<file path="config.mk">
export PLATFORM = sky130hd
export DESIGN_NAME = threshold_stage
export DESIGN_NICKNAME = d
export VERILOG_FILES = /design/src/rtl/threshold_stage.sv
export SDC_FILE = /design/constraint.sdc
export NUM_CORES = 1
export LEC_CHECK = 0
export BUFFER_PORTS_ARGS = -buffer_cell sky130_fd_sc_hd__buf_4
export CAP_MARGIN = 5
export CORE_MARGIN = 1.5
export CORE_UTILIZATION = 54
export CTS_CLUSTER_DIAMETER = 60
export CTS_CLUSTER_SIZE = 12
export DETAILED_ROUTE_END_ITERATION = 10
export PLACE_DENSITY = 0.81
export SYNTH_ARGS = -nofsm -noshare
export SYNTH_HDL_FRONTEND = slang
export SYNTH_SLANG_ARGS = --single-unit
</file>
<file path="constraint.sdc">
create_clock -name clk -period 3.6 [get_ports clk]
set_clock_uncertainty 0.1 [all_clocks]
set_input_delay 0.72 -clock clk [delete_from_list [all_inputs] [get_ports clk]]
set_output_delay 0.72 -clock clk [all_outputs]
set_load 0.02 [all_outputs]
</file>
<file path="src/rtl/threshold_stage.sv">
`default_nettype none
// +---------------------------------------------------------------------------+
// | threshold_stage: 2-stage binariser for even/odd RGB pixel pairs.          |
// | frame_Done rises in the same cycle valid_Out presents the frame's last    |
// | pair.                                                  Revision: 1.0      |
// +---------------------------------------------------------------------------+
module threshold_stage #(
  parameter int IMAGE_WIDTH  = 768,
  parameter int IMAGE_HEIGHT = 512,
  parameter int THRESHOLD    = 90
) (
  input  logic       clk,
  input  logic       reset,
  input  logic [7:0] data_R_Even,
  input  logic [7:0] data_G_Even,
  input  logic [7:0] data_B_Even,
  input  logic [7:0] data_R_Odd,
  input  logic [7:0] data_G_Odd,
  input  logic [7:0] data_B_Odd,
  input  logic       horizontal_Pulse,
  input  logic       vertical_Pulse,
  output logic [7:0] out_R_Even,
  output logic [7:0] out_G_Even,
  output logic [7:0] out_B_Even,
  output logic [7:0] out_R_Odd,
  output logic [7:0] out_G_Odd,
  output logic [7:0] out_B_Odd,
  output logic       valid_Out,
  output logic [9:0] pixel_Column,
  output logic [8:0] pixel_Row,
  output logic       frame_Done
);

  localparam logic [9:0] C_LAST_COL = 10'(IMAGE_WIDTH / 2 - 1);
  localparam logic [8:0] C_LAST_ROW = 9'(IMAGE_HEIGHT - 1);
  localparam logic [9:0] C_CMP      = 10'(3 * THRESHOLD);

  typedef enum logic [1:0] {
    IDLE   = 2'd0,
    ACTIVE = 2'd1,
    DRAIN  = 2'd2
  } state_t;

  state_t     state_q, state_d;
  logic [9:0] col_q, col_d;
  logic [8:0] row_q, row_d;

  logic       s1_valid_q, s1_valid_d;
  logic       s1_last_q, s1_last_d;
  logic [9:0] sum_even_q, sum_even_d;
  logic [9:0] sum_odd_q, sum_odd_d;
  logic [9:0] s1_col_q, s1_col_d;
  logic [8:0] s1_row_q, s1_row_d;

  logic       valid_q, valid_d;
  logic [7:0] out_even_q, out_even_d;
  logic [7:0] out_odd_q, out_odd_d;
  logic [9:0] out_col_q, out_col_d;
  logic [8:0] out_row_q, out_row_d;
  logic       frame_done_q, frame_done_d;

  logic       w_accept;
  logic       w_is_last;
  logic [9:0] w_cur_col;
  logic [8:0] w_cur_row;

  // A frame-start pulse zeroes the coordinates seen by a coincident pair.
  assign w_cur_col = vertical_Pulse ? 10'd0 : col_q;
  assign w_cur_row = vertical_Pulse ? 9'd0 : row_q;
  assign w_accept  = horizontal_Pulse && (vertical_Pulse || (state_q == ACTIVE));
  assign w_is_last = (w_cur_col == C_LAST_COL) && (w_cur_row == C_LAST_ROW);

  always_comb begin
    state_d      = state_q;
    col_d        = col_q;
    row_d        = row_q;
    s1_valid_d   = 1'b0;
    s1_last_d    = 1'b0;
    sum_even_d   = sum_even_q;
    sum_odd_d    = sum_odd_q;
    s1_col_d     = s1_col_q;
    s1_row_d     = s1_row_q;
    valid_d      = 1'b0;
    out_even_d   = out_even_q;
    out_odd_d    = out_odd_q;
    out_col_d    = out_col_q;
    out_row_d    = out_row_q;
    frame_done_d = frame_done_q;

    if (state_q == DRAIN && s1_last_q) begin
      state_d = IDLE;
    end
    if (s1_last_q) begin
      frame_done_d = 1'b1;
    end

    // Frame start overrides both the drain exit and a pending frame_Done.
    if (vertical_Pulse) begin
      state_d      = ACTIVE;
      col_d        = 10'd0;
      row_d        = 9'd0;
      frame_done_d = 1'b0;
    end

    if (w_accept) begin
      s1_valid_d = 1'b1;
      sum_even_d = {2'b00, data_R_Even} + {2'b00, data_G_Even} + {2'b00, data_B_Even};
      sum_odd_d  = {2'b00, data_R_Odd} + {2'b00, data_G_Odd} + {2'b00, data_B_Odd};
      s1_col_d   = w_cur_col;
      s1_row_d   = w_cur_row;
      if (w_is_last) begin
        s1_last_d = 1'b1;
        col_d     = 10'd0;
        row_d     = 9'd0;
        state_d   = DRAIN;
      end else if (w_cur_col == C_LAST_COL) begin
        col_d = 10'd0;
        row_d = w_cur_row + 9'd1;
      end else begin
        col_d = w_cur_col + 10'd1;
        row_d = w_cur_row;
      end
    end

    if (s1_valid_q) begin
      valid_d    = 1'b1;
      out_even_d = (sum_even_q > C_CMP) ? 8'd255 : 8'd0;
      out_odd_d  = (sum_odd_q > C_CMP) ? 8'd255 : 8'd0;
      out_col_d  = s1_col_q;
      out_row_d  = s1_row_q;
    end
  end

  always_ff @(posedge clk or posedge reset) begin
    if (reset) begin
      state_q      <= IDLE;
      col_q        <= 10'd0;
      row_q        <= 9'd0;
      s1_valid_q   <= 1'b0;
      s1_last_q    <= 1'b0;
      sum_even_q   <= 10'd0;
      sum_odd_q    <= 10'd0;
      s1_col_q     <= 10'd0;
      s1_row_q     <= 9'd0;
      valid_q      <= 1'b0;
      out_even_q   <= 8'd0;
      out_odd_q    <= 8'd0;
      out_col_q    <= 10'd0;
      out_row_q    <= 9'd0;
      frame_done_q <= 1'b0;
    end else begin
      state_q      <= state_d;
      col_q        <= col_d;
      row_q        <= row_d;
      s1_valid_q   <= s1_valid_d;
      s1_last_q    <= s1_last_d;
      sum_even_q   <= sum_even_d;
      sum_odd_q    <= sum_odd_d;
      s1_col_q     <= s1_col_d;
      s1_row_q     <= s1_row_d;
      valid_q      <= valid_d;
      out_even_q   <= out_even_d;
      out_odd_q    <= out_odd_d;
      out_col_q    <= out_col_d;
      out_row_q    <= out_row_d;
      frame_done_q <= frame_done_d;
    end
  end

  assign out_R_Even   = out_even_q;
  assign out_G_Even   = out_even_q;
  assign out_B_Even   = out_even_q;
  assign out_R_Odd    = out_odd_q;
  assign out_G_Odd    = out_odd_q;
  assign out_B_Odd    = out_odd_q;
  assign valid_Out    = valid_q;
  assign pixel_Column = out_col_q;
  assign pixel_Row    = out_row_q;
  assign frame_Done   = frame_done_q;

endmodule
`default_nettype wire
</file>
==> metrics.txt, run 1 <==
RSZ-0062 raised after global routing false; Core Util, Final 67.66%; WL per Instance 14.01 µm; TritonCTS sink count 85; Crit. End Element flip-flop; commonest non-fill, non-tap cell in the layout buf_4; First-pass DRT Iterations 5; overall routing resource usage 20.42%; Mapped Nets 557; total core area 8341 µm²; Yosys cell types 44; post-CTS sizing 0; Crit Reg-Reg Endpoint row_q[3]$_DFF_PP0_; die area 9345 µm²; Peak Freq 319.9 MHz; total negative slack 0 ns; Slew Limit Headroom 39.06%; starting density of the core 56.81%; PwrDens 502.0 nW/µm²; Worst-path clk slew 0.09 ns; Clock Path Buffers 2; post-route clock period utilization 86.83%; GRT overflow 0; largest net degree at the start of global routing 50; Crit Path Category primary input to flip-flop; fin nets 632; ys flop type dfrtp_1; worst r2r path cells 10; max-cap violation count 0; final setup fails 0; RR Startpoint row_q[0]$_DFF_PP0_; antenna cells 0; antenna-violating nets left 0; post-CTS setup repair buffer count 0; fin. max-slew vios 0; worst endpoint required time 3.78 ns; Mapped Cells 470; final hold vios 0; share of the synthesized area in the top cell type 44.89%; layout cells sized above 1 30.36%; TritonCTS clock tree yes; Final HPWL DP 6962 µm; Least-Margin Pin Slew 0.9140 ns; top cells by area, synth dfrtp_1 45%, fa_1 7.6%, buf_4 7.3%; Syn. warnings 0; number of global-route vias before repair 3439; EDFF count, synth 0; routed wire length 9176 µm; Root Buffer clkbuf_8; first-pass GRT wire length 15650 µm; asr flop ratio synth 100.0%; Clock Latency Late Sink 0.36 ns; fin crit period 3.126 ns; gpl congestion 0.9072; Arr. time, crit path 3.31 ns; H-tree Lvls 3; Die Y 96.67 µm; port bufs 120; area leader, netlist dfrtp_1; Seq/Total Area, Yosys 44.89%; placed insts 639; DR vias 3503; Multi-input gate area 2097 µm²; Area Overhead vs Synth 19.09%; crit-path max FO 17; row cnt 33; commonest non-fill, non-tap cells in the layout 126 x buf_4, 85 x dfrtp_1, 76 x nand2_1; clock buffer count from CTS 9; Post-route DRC 0; maximum VDD drop 0.4184 mV; drt initial violations 300; Die Width 96.67 µm; R2R setup slack 0.70 ns; LEAKAGE 2.880 nW; storage element area 2127 µm²; status complete, no violations; cell area after synthesis 4738 µm²; post-DR vias/cell 5.348; FILL cells 647; Synth Register Bits 85; type of origin of the critical path primary input; Avg Cell Area, Syn 10.08 µm²; final instance count without filler cells 655; I/O Pins 121; hold_buf cts 0; Hold Crit Class primary input to asynchronous set/reset pin; initial antenna violation count 0
[cells in the mapped netlist (4+ instances only)]
cell type	number
xnor2_1	4
a21oi_1	13
ha_1	17
nand2b_1	5
buf_1	6
nor2b_1	6
dfrtp_1	85
o21ai_0	44
xor2_1	14
and3_1	5
nand4_1	6
clkbuf_1	5
nand3_1	12
o31ai_1	4
nor3_1	6
nor2_1	18
mux2_2	20
buf_4	46
fa_1	18
inv_1	25
nand2_1	76
[registers in the layout (all words and copies together) (netlist names)]
signal / cells
col_q: 10
sum_even_q: 10
valid_Out: 1
s1_valid_q: 1
s1_row_q: 9
state_q: 2
s1_col_q: 10
sum_odd_q: 10
out_B_Even: 1
row_q: 9
pixel_Column: 10
out_B_Odd: 1
s1_last_q: 1
frame_Done: 1
pixel_Row: 9
[power by group]
group / switching (mW) / leakage (nW) / internal, mW / total (mW)
Clock: 0.350 / 0.121 / 0.465 / 0.815
Combinational: 0.504 / 1.62 / 0.397 / 0.901
Sequential: 0.0853 / 1.13 / 1.03 / 1.12
Total: 0.939 / 2.88 / 1.89 / 2.83
[critical path: stages]
cell and delay [ns]:
buf_4 0.21, nand2b_1 0.18, inv_1 0.09, ha_1 0.23, and3_1 0.21, and3_1 0.21
and3_1 0.19, ha_1 0.20, or3_1 0.49, or3_1 0.39, a21oi_1 0.18
[stage by stage]
step,power [mW],setup WS (ns),instance area (µm²),hold WS [ns]
floorplan,1.872,0.4157,4738,0.3331
global placement,2.021,0.3237,5396,0.3492
detailed placement,2.045,0.1743,5396,0.3638
CTS,2.863,0.5456,5643,0.3187
global route,2.976,0.3694,5643,0.3391
finish,2.833,0.4742,5643,0.3089
[cell families after synthesis]
kind of cell,after synthesis,synth area share (%)
xor gates and xnor gates,18,3.327
muxes,20,4.753
AOI/OAI and AO/OA,78,9.454
DFF,85,44.89
buffers and inverters,87,11.09
and+or+nand+nor,147,14.39
adders and majority gates,35,12.09
[worst max-delay path by stage]
stage,startpoint,to,slack [ns]
final,vertical_Pulse,row_q[3]$_DFF_PP0_,0.47
after CTS,vertical_Pulse,row_q[3]$_DFF_PP0_,0.55
after floorplan,vertical_Pulse,row_q[3]$_DFF_PP0_,0.42
after global routing,vertical_Pulse,row_q[3]$_DFF_PP0_,0.37
after global placement,vertical_Pulse,row_q[3]$_DFF_PP0_,0.32
after detailed placement,vertical_Pulse,row_q[3]$_DFF_PP0_,0.17
[metal layers]
layer,wire (µm),share of wire [%],track usage [%],up-vias
li1,-,-,-,1682
met1,3894,42,25.48,1674
met2,4592,50,34.91,138
met3,626,6.8,6.142,9
met4,63,0.69,4.905,0
met5,0,0,0,-
[layout make-up]
class	count	share of cell area, %
flip-flops and latches	85	37.69
multi-input cells	298	37.16
repair buffers	126	16.76
well taps	105	2.328
clock buffers	9	2.195
clock inverters	7	2.173
inverters	25	1.685
(Power assumes the default switching activity.)
==> run 2: changes to the inputs <==
--- a/config.mk
+++ b/config.mk
@@ -5,6 +5,7 @@
 export SDC_FILE = /design/constraint.sdc
 export NUM_CORES = 1
 export LEC_CHECK = 0
+export ABC_AREA = 1
 export BUFFER_PORTS_ARGS = -buffer_cell sky130_fd_sc_hd__buf_4
 export CAP_MARGIN = 5
 export CORE_MARGIN = 1.5
@@ -12,7 +13,8 @@
 export CTS_CLUSTER_DIAMETER = 60
 export CTS_CLUSTER_SIZE = 12
 export DETAILED_ROUTE_END_ITERATION = 10
-export PLACE_DENSITY = 0.81
+export PLACE_DENSITY = 0.8
+export SLEW_MARGIN = 5
 export SYNTH_ARGS = -nofsm -noshare
 export SYNTH_HDL_FRONTEND = slang
 export SYNTH_SLANG_ARGS = --single-unit
==> run 2 against run 1 <==
Sequential share of layout area shrank 1.5 points. Wire length grew 3.3%. Die area grew 6.8%. Non-clock buffer count shrank 3. Core utilization shrank 3.4 points. Final cell count grew 18%. Highest routed layer unchanged.
==> metrics.txt, run 2 <==
status complete, no violations; commonest non-fill, non-tap cells in the layout 141 x nand2_1, 123 x buf_4, 85 x dfrtp_1; antenna-violating nets left 0; first-pass GRT wire length 16490 µm; I/O Pins 121; Mapped Cells 585; EDFF count, synth 0; commonest non-fill, non-tap cell in the layout nand2_1; row cnt 35; crit-path max FO 13; Worst Setup SP vertical_Pulse; initial antenna violation count 0; post-CTS sizing 0; Hold Slack 0.3868 ns; GRT overflow 0; share of the synthesized area in the top cell type 41.94%; starting density of the core 55.41%; crit-path cells buf_4, inv_2, nand2_1, inv_1, ha_1, nand3_1, nor2_1, inv_1, nor3_1, ha_1, inv_1, nand2_1, nand2_2, nand3_1, nand2_1; port bufs 120; Slew Limit Headroom 31.20%; Seq/Total Area, Yosys 41.94%; RR Startpoint col_q[0]$_DFF_PP0_; Max stage delay on crit path 0.21 ns; Crit Path Category primary input to flip-flop; Area Overhead vs Synth 16.04%; total negative slack 0 ns; ys flop type dfrtp_1; fin crit period 2.486 ns; maximum VDD drop 0.2119 mV; Crit-path slowest cell nor2_1; Worst-path clk slew 0.09 ns; drt initial violations 192; post-route clock period utilization 69.07%; Mapped Nets 672; FILL cells 763; worst r2r path cells 10; CP Depth 15; routed wire length 9476 µm; asr flop ratio synth 100.0%; Hold Crit Class flip-flop to flip-flop; Die Width 99.91 µm; Synth Register Bits 85; hold_buf cts 0; layout cells sized above 1 26.28%; Syn. warnings 0; TritonCTS clock tree yes; TritonCTS sink count 85; Die Y 99.91 µm; post-CTS setup repair buffer count 0; First-pass DRT Iterations 4; type of origin of the critical path primary input; gpl congestion 0.8491; PwrDens 449.3 nW/µm²; Critical Path Sink row_q[4]$_DFF_PP0_; Root Buffer clkbuf_8; final hold vios 0; antenna cells 0; H-tree Lvls 3; number of global-route vias before repair 3874; overall routing resource usage 20.33%; Arr. time, crit path 2.63 ns; RSZ-0062 raised after global routing false; Crit Reg-Reg Endpoint row_q[4]$_DFF_PP0_; max-cap violation count 0; Avg Cell Area, Syn 8.669 µm²; top cells by area, synth dfrtp_1 42%, nand2_1 10%, fa_1 7.1%; count leader, synth nand2_1; R2R setup slack 1.36 ns; Yosys cell types 33; Synth top cells by count 141 x nand2_1, 85 x dfrtp_1, 66 x inv_1, 47 x buf_4, 42 x nor2_1; Post-route DRC 0; area leader, netlist dfrtp_1; clock buffer count from CTS 9; total core area 9153 µm²; die area 9981 µm²; largest net degree at the start of global routing 86; LEAKAGE 3.101 nW; total chip power 2.644 mW; DR vias 3915; Clock Path Buffers 2; Final HPWL DP 7177 µm; post-DR vias/cell 5.065; WL per Instance 12.26 µm; worst endpoint required time 3.74 ns; fin. max-slew vios 0; Least-Margin Pin Slew 1.032 ns; Buf+Inv Stages, Crit Path 5; Crit. End Element flip-flop; crit-path leading delay family simple AND/OR/NAND/NOR gates; cell area after synthesis 5071 µm²; Clock Latency Late Sink 0.36 ns; fin nets 744; final setup fails 0; Peak Freq 402.2 MHz
## run 2: cell types whose count changed after synthesis, sizes merged, moves of 6 or more
cell and change:
nand3 +28, xor2 -10, nor2b -6, inv +44, nor2 +28, o21ai -9, nand2 +69
## run 2: worst reg2reg max path, cell delays in order, from the launching register on
cell,delay [ns]
dfrtp_1,0.35
inv_1,0.05
nor2_1,0.23
ha_1,0.25
nand2_1,0.07
nor2_1,0.14
nand3_1,0.41
nand2_1,0.24
nand2_2,0.12
nand3_1,0.11
nand2_1,0.05
## run 2: logic make-up after synthesis
family          synth area share, %
mux                           4.219
buf+inv                       13.79
compound gates                6.020
simple gates                  21.34
xor+xnor                      1.382
fa+ha+maj                     11.30
flops                         41.94
## run 2: layout make-up
cell class,count,area (µm²),share of cell area (%)
Timing Repair Buffer,123,923.4,15.69
Clock buffer,11,151.4,2.573
Inverter,69,260.3,4.423
Tap cell,111,138.9,2.360
Multi-Input combinational cell,369,2245,38.15
Clock inverter,5,38.79,0.6592
Sequential cell,85,2127,36.15
## run 2: power breakdown
group	leakage, nW	switching (mW)	total (mW)	internal [mW]
logic	1.87	0.513	0.894	0.381
clock network	0.0967	0.344	0.639	0.295
registers	1.13	0.0821	1.11	1.03
## run 2: worst min path at each step
stage,end,depth (start not counted),slack [ns],from
floorplan,s1_col_q[6]$_DFFE_PP0P_,2,0.34,s1_col_q[6]$_DFFE_PP0P_
global placement,sum_even_q[2]$_DFFE_PP0P_,2,0.36,sum_even_q[2]$_DFFE_PP0P_
detailed placement,sum_odd_q[7]$_DFFE_PP0P_,2,0.37,sum_odd_q[7]$_DFFE_PP0P_
CTS,sum_odd_q[7]$_DFFE_PP0P_,2,0.39,sum_odd_q[7]$_DFFE_PP0P_
global route,sum_even_q[3]$_DFFE_PP0P_,2,0.42,sum_even_q[3]$_DFFE_PP0P_
finish,s1_row_q[5]$_DFFE_PP0P_,2,0.39,s1_row_q[5]$_DFFE_PP0P_
## run 2: metrics by stage
step | setup slack, ns | instances | util (%) | cell area [µm²]
final | 1.114 | 773 | 64.29 | 5884
after global routing | 0.9034 | 773 | 64.29 | 5884
after CTS | 1.146 | 773 | 64.29 | 5884
after detailed placement | 0.7564 | 757 | 62.21 | 5694
after global placement | 0.8169 | 757 | 62.21 | 5694
after floorplan | 0.5865 | 585 | - | 5071
## run 2: per-layer routing
| metal | part of all wire [%] | wire length, µm | GRT usage (%) | up-vias |
|---|---|---|---|---|
| met3 | 4.2 | 394 | 4.039 | 22 |
| li1 | - | - | - | 1958 |
| met1 | 44 | 4167 | 24.78 | 1820 |
| met2 | 50 | 4743 | 35.95 | 115 |
| met4 | 1.8 | 170 | 7.151 | 0 |
| met5 | 0 | 0 | 0 | - |
